**config.mk**
```make
export PLATFORM = sky130hd
export DESIGN_NAME = conv33_window_gen_flat
export DESIGN_NICKNAME = d
export VERILOG_FILES = /design/src/rtl/conv33_pkg.sv /design/src/rtl/conv33_window_gen_if.sv /design/src/rtl/conv33_line_buffer.sv /design/src/rtl/conv33_window_gen.sv /design/src/flat_wrapper.sv
export SDC_FILE = /design/constraint.sdc
export NUM_CORES = 1
export LEC_CHECK = 0
export ABC_AREA = 1
export CAP_MARGIN = 0
export CORE_ASPECT_RATIO = 0.75
export CORE_MARGIN = 5
export CORE_UTILIZATION = 40
export DETAILED_ROUTE_END_ITERATION = 10
export GPL_TIMING_DRIVEN = 0
export PLACE_DENSITY = 0.56
export REMOVE_ABC_BUFFERS = 1
export SKIP_CTS_REPAIR_TIMING = 1
export SYNTH_ARGS = -nofsm -noshare
export SYNTH_HDL_FRONTEND = slang
export SYNTH_SLANG_ARGS = --single-unit
```
**constraint.sdc**
```tcl
create_clock -name clk -period 3.1 [get_ports clk]
set_clock_uncertainty 0.15 [all_clocks]
set_input_delay 0.31 -clock clk [delete_from_list [all_inputs] [get_ports clk]]
set_output_delay 0.31 -clock clk [all_outputs]
set_load 0.03 [all_outputs]
```
**src/rtl/conv33_pkg.sv**
```systemverilog
// Shared types, default geometry and width helpers for the conv33 window generator.
package conv33_pkg;

  typedef enum logic {
    FILL   = 1'b0,
    STREAM = 1'b1
  } state_e;

  localparam int DATA_WIDTH_DEF = 8;
  localparam int IMG_W_DEF      = 28;
  localparam int IMG_H_DEF      = 28;

  localparam int COL_W         = $clog2(IMG_W_DEF);
  localparam int ROW_W         = $clog2(IMG_H_DEF);
  localparam int WIN_PER_FRAME = (IMG_W_DEF - 2) * (IMG_H_DEF - 2);

  // Counter width for a modulo-n counter; geometry is always >= 3 so this never collapses to 0.
  function automatic int cnt_width(input int n);
    return (n < 2) ? 1 : $clog2(n);
  endfunction

endpackage

```
**src/rtl/conv33_window_gen_if.sv**
```systemverilog
// Pixel-in / window-out handshake bundle between the generator, its source and the conv33 stage.
interface conv33_window_gen_if #(
  parameter int DATA_WIDTH = 8
);
  logic                  pix_valid;
  logic [DATA_WIDTH-1:0] pix_data;
  logic                  pix_ready;

  logic                  win_valid;
  logic                  win_ready;
  logic [DATA_WIDTH-1:0] win_0_0, win_0_1, win_0_2;
  logic [DATA_WIDTH-1:0] win_1_0, win_1_1, win_1_2;
  logic [DATA_WIDTH-1:0] win_2_0, win_2_1, win_2_2;

  modport master (
    input  pix_valid, pix_data, win_ready,
    output pix_ready, win_valid,
    output win_0_0, win_0_1, win_0_2,
    output win_1_0, win_1_1, win_1_2,
    output win_2_0, win_2_1, win_2_2
  );

  modport slave (
    output pix_valid, pix_data, win_ready,
    input  pix_ready, win_valid,
    input  win_0_0, win_0_1, win_0_2,
    input  win_1_0, win_1_1, win_1_2,
    input  win_2_0, win_2_1, win_2_2
  );
endinterface

```
**src/rtl/conv33_line_buffer.sv**
```systemverilog
// One image row of storage; the read port returns the pre-edge contents so a
// same-address write in the same cycle behaves as read-before-write.
module conv33_line_buffer #(
  parameter int DATA_WIDTH = 8,
  parameter int DEPTH      = 28,
  parameter int AW         = 5
) (
  input  logic                  clk,
  input  logic                  i_we,
  input  logic [AW-1:0]         i_addr,
  input  logic [DATA_WIDTH-1:0] i_wdata,
  output logic [DATA_WIDTH-1:0] o_rdata
);

  logic [DATA_WIDTH-1:0] r_mem [DEPTH];

  assign o_rdata = r_mem[i_addr];

  // NOTE: storage has no reset; rows are always rewritten before they are read into an emitted window.
  always_ff @(posedge clk) begin
    if (i_we) begin
      r_mem[i_addr] <= i_wdata;
    end
  end

endmodule

```
**src/rtl/conv33_window_gen.sv**
```systemverilog
// Raster-scan to 3x3 sliding-window generator (valid conv, stride 1).
// Optional CONV33_FRAME_DONE_EN adds a frame_done pulse on the last window handshake.
module conv33_window_gen
  import conv33_pkg::*;
#(
  parameter int DATA_WIDTH = DATA_WIDTH_DEF,
  parameter int IMG_W      = IMG_W_DEF,
  parameter int IMG_H      = IMG_H_DEF
) (
  input  logic                clk,
  input  logic                rst,
  conv33_window_gen_if.master bus,
  output logic                busy
`ifdef CONV33_FRAME_DONE_EN
  ,
  output logic                frame_done
`endif
);

  localparam int CW = cnt_width(IMG_W);
  localparam int RW = cnt_width(IMG_H);

  localparam logic [CW-1:0] COL_LAST = CW'(IMG_W - 1);
  localparam logic [CW-1:0] COL_TWO  = CW'(2);
  localparam logic [RW-1:0] ROW_LAST = RW'(IMG_H - 1);
  localparam logic [RW-1:0] ROW_ONE  = RW'(1);

  logic [CW-1:0]         r_col;
  logic [RW-1:0]         r_row;
  state_e                r_state;
  logic                  r_busy;
  logic                  r_win_valid;
  logic [DATA_WIDTH-1:0] r_win [3][3];

  logic                  w_pix_ready;
  logic                  w_accept;
  logic                  w_col_last;
  logic                  w_frame_last;
  logic                  w_emit;
  logic [DATA_WIDTH-1:0] w_lb0_rd;
  logic [DATA_WIDTH-1:0] w_lb1_rd;

  // Held low in reset; otherwise any stalled window blocks the source (no skid buffer).
  assign w_pix_ready  = rst & (~r_win_valid | bus.win_ready);
  assign w_accept     = bus.pix_valid & w_pix_ready;
  assign w_col_last   = (r_col == COL_LAST);
  assign w_frame_last = w_col_last & (r_row == ROW_LAST);
  assign w_emit       = (r_state == STREAM) & (r_col >= COL_TWO);

  // lb0 holds row-2, lb1 holds row-1; each accept ages lb1's column into lb0.
  conv33_line_buffer #(
    .DATA_WIDTH (DATA_WIDTH),
    .DEPTH      (IMG_W),
    .AW         (CW)
  ) u_lb0 (
    .clk     (clk),
    .i_we    (w_accept),
    .i_addr  (r_col),
    .i_wdata (w_lb1_rd),
    .o_rdata (w_lb0_rd)
  );

  conv33_line_buffer #(
    .DATA_WIDTH (DATA_WIDTH),
    .DEPTH      (IMG_W),
    .AW         (CW)
  ) u_lb1 (
    .clk     (clk),
    .i_we    (w_accept),
    .i_addr  (r_col),
    .i_wdata (bus.pix_data),
    .o_rdata (w_lb1_rd)
  );

  // NOTE: sequential state uses non-blocking assignments so every register samples pre-edge values.
  always_ff @(posedge clk or negedge rst) begin
    if (!rst) begin
      r_col   <= '0;
      r_row   <= '0;
      r_state <= FILL;
      r_busy  <= 1'b0;
    end else if (w_accept) begin
      r_busy <= ~w_frame_last;
      if (w_col_last) begin
        r_col <= '0;
        r_row <= (r_row == ROW_LAST) ? '0 : r_row + 1'b1;
      end else begin
        r_col <= r_col + 1'b1;
      end
      case (r_state)
        FILL:    if (w_col_last && (r_row == ROW_ONE)) r_state <= STREAM;
        STREAM:  if (w_frame_last) r_state <= FILL;
        default: r_state <= FILL;
      endcase
    end
  end

  // Window shifts only on accept, so a stalled window holds its contents; columns are not flushed at wrap.
  always_ff @(posedge clk or negedge rst) begin
    if (!rst) begin
      r_win_valid <= 1'b0;
      for (int i = 0; i < 3; i++) begin
        for (int j = 0; j < 3; j++) begin
          r_win[i][j] <= '0;
        end
      end
    end else if (w_accept) begin
      for (int i = 0; i < 3; i++) begin
        r_win[i][0] <= r_win[i][1];
        r_win[i][1] <= r_win[i][2];
      end
      r_win[0][2] <= w_lb0_rd;
      r_win[1][2] <= w_lb1_rd;
      r_win[2][2] <= bus.pix_data;
      r_win_valid <= w_emit;
    end else if (bus.win_ready) begin
      r_win_valid <= 1'b0;
    end
  end

`ifdef CONV33_FRAME_DONE_EN
  logic r_win_last;

  always_ff @(posedge clk or negedge rst) begin
    if (!rst) begin
      r_win_last <= 1'b0;
    end else if (w_accept) begin
      r_win_last <= w_frame_last;
    end
  end

  assign frame_done = r_win_valid & bus.win_ready & r_win_last;
`endif

  assign bus.pix_ready = w_pix_ready;
  assign bus.win_valid = r_win_valid;
  assign bus.win_0_0   = r_win[0][0];
  assign bus.win_0_1   = r_win[0][1];
  assign bus.win_0_2   = r_win[0][2];
  assign bus.win_1_0   = r_win[1][0];
  assign bus.win_1_1   = r_win[1][1];
  assign bus.win_1_2   = r_win[1][2];
  assign bus.win_2_0   = r_win[2][0];
  assign bus.win_2_1   = r_win[2][1];
  assign bus.win_2_2   = r_win[2][2];
  assign busy          = r_busy;

endmodule
```
**src/flat_wrapper.sv**
```systemverilog
// flat-port wrapper written by rule: the top's interface ports become plain ports
module conv33_window_gen_flat import conv33_pkg::*;
#(
  parameter int DATA_WIDTH = DATA_WIDTH_DEF,
  parameter int IMG_W      = IMG_W_DEF,
  parameter int IMG_H      = IMG_H_DEF
)
  (clk, rst, busy, bus_pix_valid, bus_pix_data, bus_win_ready, bus_pix_ready, bus_win_valid, bus_win_0_0, bus_win_0_1, bus_win_0_2, bus_win_1_0, bus_win_1_1, bus_win_1_2, bus_win_2_0, bus_win_2_1, bus_win_2_2);
  conv33_window_gen_if #(.DATA_WIDTH(DATA_WIDTH)) bus_i ();
  input  logic clk;
  input  logic rst;
  output logic busy;
  input wire logic [$bits(bus_i.pix_valid)-1:0] bus_pix_valid;
  input wire logic [$bits(bus_i.pix_data)-1:0] bus_pix_data;
  input wire logic [$bits(bus_i.win_ready)-1:0] bus_win_ready;
  output wire logic [$bits(bus_i.pix_ready)-1:0] bus_pix_ready;
  output wire logic [$bits(bus_i.win_valid)-1:0] bus_win_valid;
  output wire logic [$bits(bus_i.win_0_0)-1:0] bus_win_0_0;
  output wire logic [$bits(bus_i.win_0_1)-1:0] bus_win_0_1;
  output wire logic [$bits(bus_i.win_0_2)-1:0] bus_win_0_2;
  output wire logic [$bits(bus_i.win_1_0)-1:0] bus_win_1_0;
  output wire logic [$bits(bus_i.win_1_1)-1:0] bus_win_1_1;
  output wire logic [$bits(bus_i.win_1_2)-1:0] bus_win_1_2;
  output wire logic [$bits(bus_i.win_2_0)-1:0] bus_win_2_0;
  output wire logic [$bits(bus_i.win_2_1)-1:0] bus_win_2_1;
  output wire logic [$bits(bus_i.win_2_2)-1:0] bus_win_2_2;
  assign bus_i.pix_valid = bus_pix_valid;
  assign bus_i.pix_data = bus_pix_data;
  assign bus_i.win_ready = bus_win_ready;
  assign bus_pix_ready = bus_i.pix_ready;
  assign bus_win_valid = bus_i.win_valid;
  assign bus_win_0_0 = bus_i.win_0_0;
  assign bus_win_0_1 = bus_i.win_0_1;
  assign bus_win_0_2 = bus_i.win_0_2;
  assign bus_win_1_0 = bus_i.win_1_0;
  assign bus_win_1_1 = bus_i.win_1_1;
  assign bus_win_1_2 = bus_i.win_1_2;
  assign bus_win_2_0 = bus_i.win_2_0;
  assign bus_win_2_1 = bus_i.win_2_1;
  assign bus_win_2_2 = bus_i.win_2_2;
  conv33_window_gen #(.DATA_WIDTH(DATA_WIDTH), .IMG_W(IMG_W), .IMG_H(IMG_H)) u_core (.clk(clk), .rst(rst), .bus(bus_i), .busy(busy));
endmodule
```
==> metrics.cfg <==
[outcome]
status = completed

[synth]
syn_inst = 2204
ys_ff_latch = 533
synthAdderAreaFrac = 0.00335
synth_cell_types = 25
yosys.area_share.simple = 0.211
synthMuxAreaShare = 0
syn_area_mm2 = 0.0224
synth_compound_area_frac = 0.0246
seq_area_frac_synth = 0.695
yosys_warnings = 0
synth_xor_area_frac = 0.000391
synth_top_family_by_area = simple AND/OR/NAND/NOR gates
syn_area_per_cell_um2 = 10.2

[floorplanning]
pin_count = 87
coreArea_mm2 = 0.0557
die_w_um = 283
die-area_mm2 = 0.0609
start_util = 0.402
dieHeight_um = 215
rows = 75

[critical_path]
critPathMaxFanout = 16
start_kind = register
worstSetupStartpoint = u_core.r_col[2]
critical_path_arrival_ns = 3.21
end_kind = register
worstPathRequired_ns = 3.24
worstReg2RegStart = u_core.r_col[2]
critical_path_class = reg -> reg
reg2reg_depth = 5

[detailed_routing]
drtPass1Iterations = 7
viasPerCell = 4.93
dr.first_iter.drc_count = 1567
drc_errors = 0
ant_nets = 0
routed_wl_um = 61200
num_vias = 15268
wl_per_cell_um = 19.8

[global_route]
grt_pass1_wl_um = 86200
grt_pass1_vias = 14221
grt_usage = 0.182
grt_overflow = 0
grt_max_degree = 140
antenna_found_initial = 1

[cts]
clk_latency_ns = 0.58
clockBufferDepth = 3
clock-sinks = 533
cts_tree = built
path_clk_slew_ns = 0.07
cts.htree.levels = 2
cts_buffers = 52
cts_root_buf = clkbuf_16

[timing]
tns_ns = 0
post-route-period-util = 0.988
hold_viol = 0
slew_viol_final = 0
relSlewSlack = 0.0992
setup_violations = 0
min_period_ns = 3.06
fmax_mhz = 326
tightest_slew_ns = 1.35

[layout]
final_cell_mix = nand2_1 (920), edfxtp_1 (448), inv_1 (259)
nNetsFinal = 2337
syn_to_final_growth_pct = 20.0
final_common_cell = nand2_1
final_util = 0.483
layout-drive-gt1-share = 0.0906
final_cells = 3095
n_fill_cell = 5026

[pwr]
power.density_mw_per_mm2 = 935
leakage_uw = 0.0114
peakVddDrop_mv = 0.452

[place]
place_congestion = 0.801
post-dp-hpwl_um = 33200
port-buffer-count = 86
dp.cells = 2953

[flow_run]
drv_cap = 0

[min_path]
min_path_type = in -> async

metal layers:
| layer | vias to the layer above | wire length, um | global-route usage |
|---|---|---|---|
| li1 | 7300 | - | - |
| met1 | 7338 | 28200 | 0.273 |
| met2 | 532 | 27400 | 0.282 |
| met3 | 98 | 4270 | 0.0308 |
| met4 | 0 | 1340 | 0.0349 |
| met5 | - | 0 | 0 |
Yosys cell counts:
master,n,area share
buf_6,2,0.0010
buf_4,6,0.0020
nand3_2,6,0.0027
edfxtp_1,448,0.60
o31ai_1,1,0.00034
nor2_1,111,0.019
nand2_1,926,0.16
clkbuf_1,25,0.0042
inv_2,3,0.00050
buf_2,65,0.015
nor2_4,2,0.0010
o22ai_1,3,0.00084
o21ai_0,80,0.018
nand3b_1,1,0.00034
ha_1,6,0.0033
dfrtp_1,85,0.095
nor2_2,3,0.00084
o21ai_1,2,0.00045
nor3_1,6,0.0013
inv_1,260,0.044
a21oi_1,23,0.0051
nand3_1,135,0.030
buf_1,2,0.00034
nand4_1,2,0.00056
xor2_1,1,0.00039
critical path: stages (launching register included):
cell and delay [ns]:
dfrtp_1 0.53, inv_1 0.22, nor2_4 0.56, inv_1 0.36
nor3_2 0.67, buf_6 0.26
cells by family after synthesis:
kind of cell | count (synthesis)
AOI/OAI and AO/OA | 109
and+or+nand+nor | 1192
adders and majority gates | 6
buffers and inverters | 363
xor gates and xnor gates | 1
DFF | 533
cell type report:
type                            instances  area (um^2)  share of cell area
Multi-Input combinational cell       1312         5700               0.212
Tap cell                              731          915              0.0340
Clock buffer                           73         1430              0.0531
Sequential cell                       533        15600               0.579
Timing Repair inverter                  2         27.5             0.00102
Antenna cell                            1         2.50           0.0000930
Timing Repair Buffer                  155         1960              0.0727
Inverter                              263         1030              0.0382
Clock inverter                         25          263             0.00977
path summary, 6_finish.rpt:
path	slack, ns	endpoint
max	0.04	u_core.u_lb0.r_mem[23][2]
min in group clk	0.18	u_core.u_lb1.r_mem[15][6]
min	0.09	u_core.r_row[4]
max in group asynchronous	2.15	u_core.r_col[0]
max reg2reg	0.04	u_core.u_lb0.r_mem[23][2]
min reg2reg	0.33	u_core.bus.win_0_0[6]
registers in the layout, summed over array words and instances (netlist names):
register              flops
u_core.bus.win_0_2        8
u_core.r_state            1
u_core.bus.win_0_0        8
u_core.bus.win_0_1        8
u_core.bus.win_valid      1
u_core.u_lb1.r_mem      224
u_core.r_row              5
u_core.r_col              5
u_core.u_lb0.r_mem      224
u_core.bus.win_2_2        8
u_core.bus.win_2_0        8
u_core.bus.win_1_2        8
u_core.bus.win_1_0        8
u_core.bus.win_2_1        8
u_core.busy               1
u_core.bus.win_1_1        8
power breakdown:
part / internal [uW] / total (uW) / switching, uW
Combinational: 2540 / 8970 / 6430
Clock: 3650 / 6350 / 2700
Sequential: 9480 / 9820 / 339
metrics by stage:
stage	power, uW	setup slack, ns	hold WS (ns)	area, um^2
floorplan	14500	-5.24	-0.136	21900
global placement	17300	-14.10	0.313	23700
detailed placement	17800	-1.82	0.129	24400
CTS	24200	-1.84	-0.487	26000
global route	26300	-0.0358	0.107	26900
finish	25100	0.0366	0.0938	26900
No activity file was read; power rests on OpenSTA's default activity.
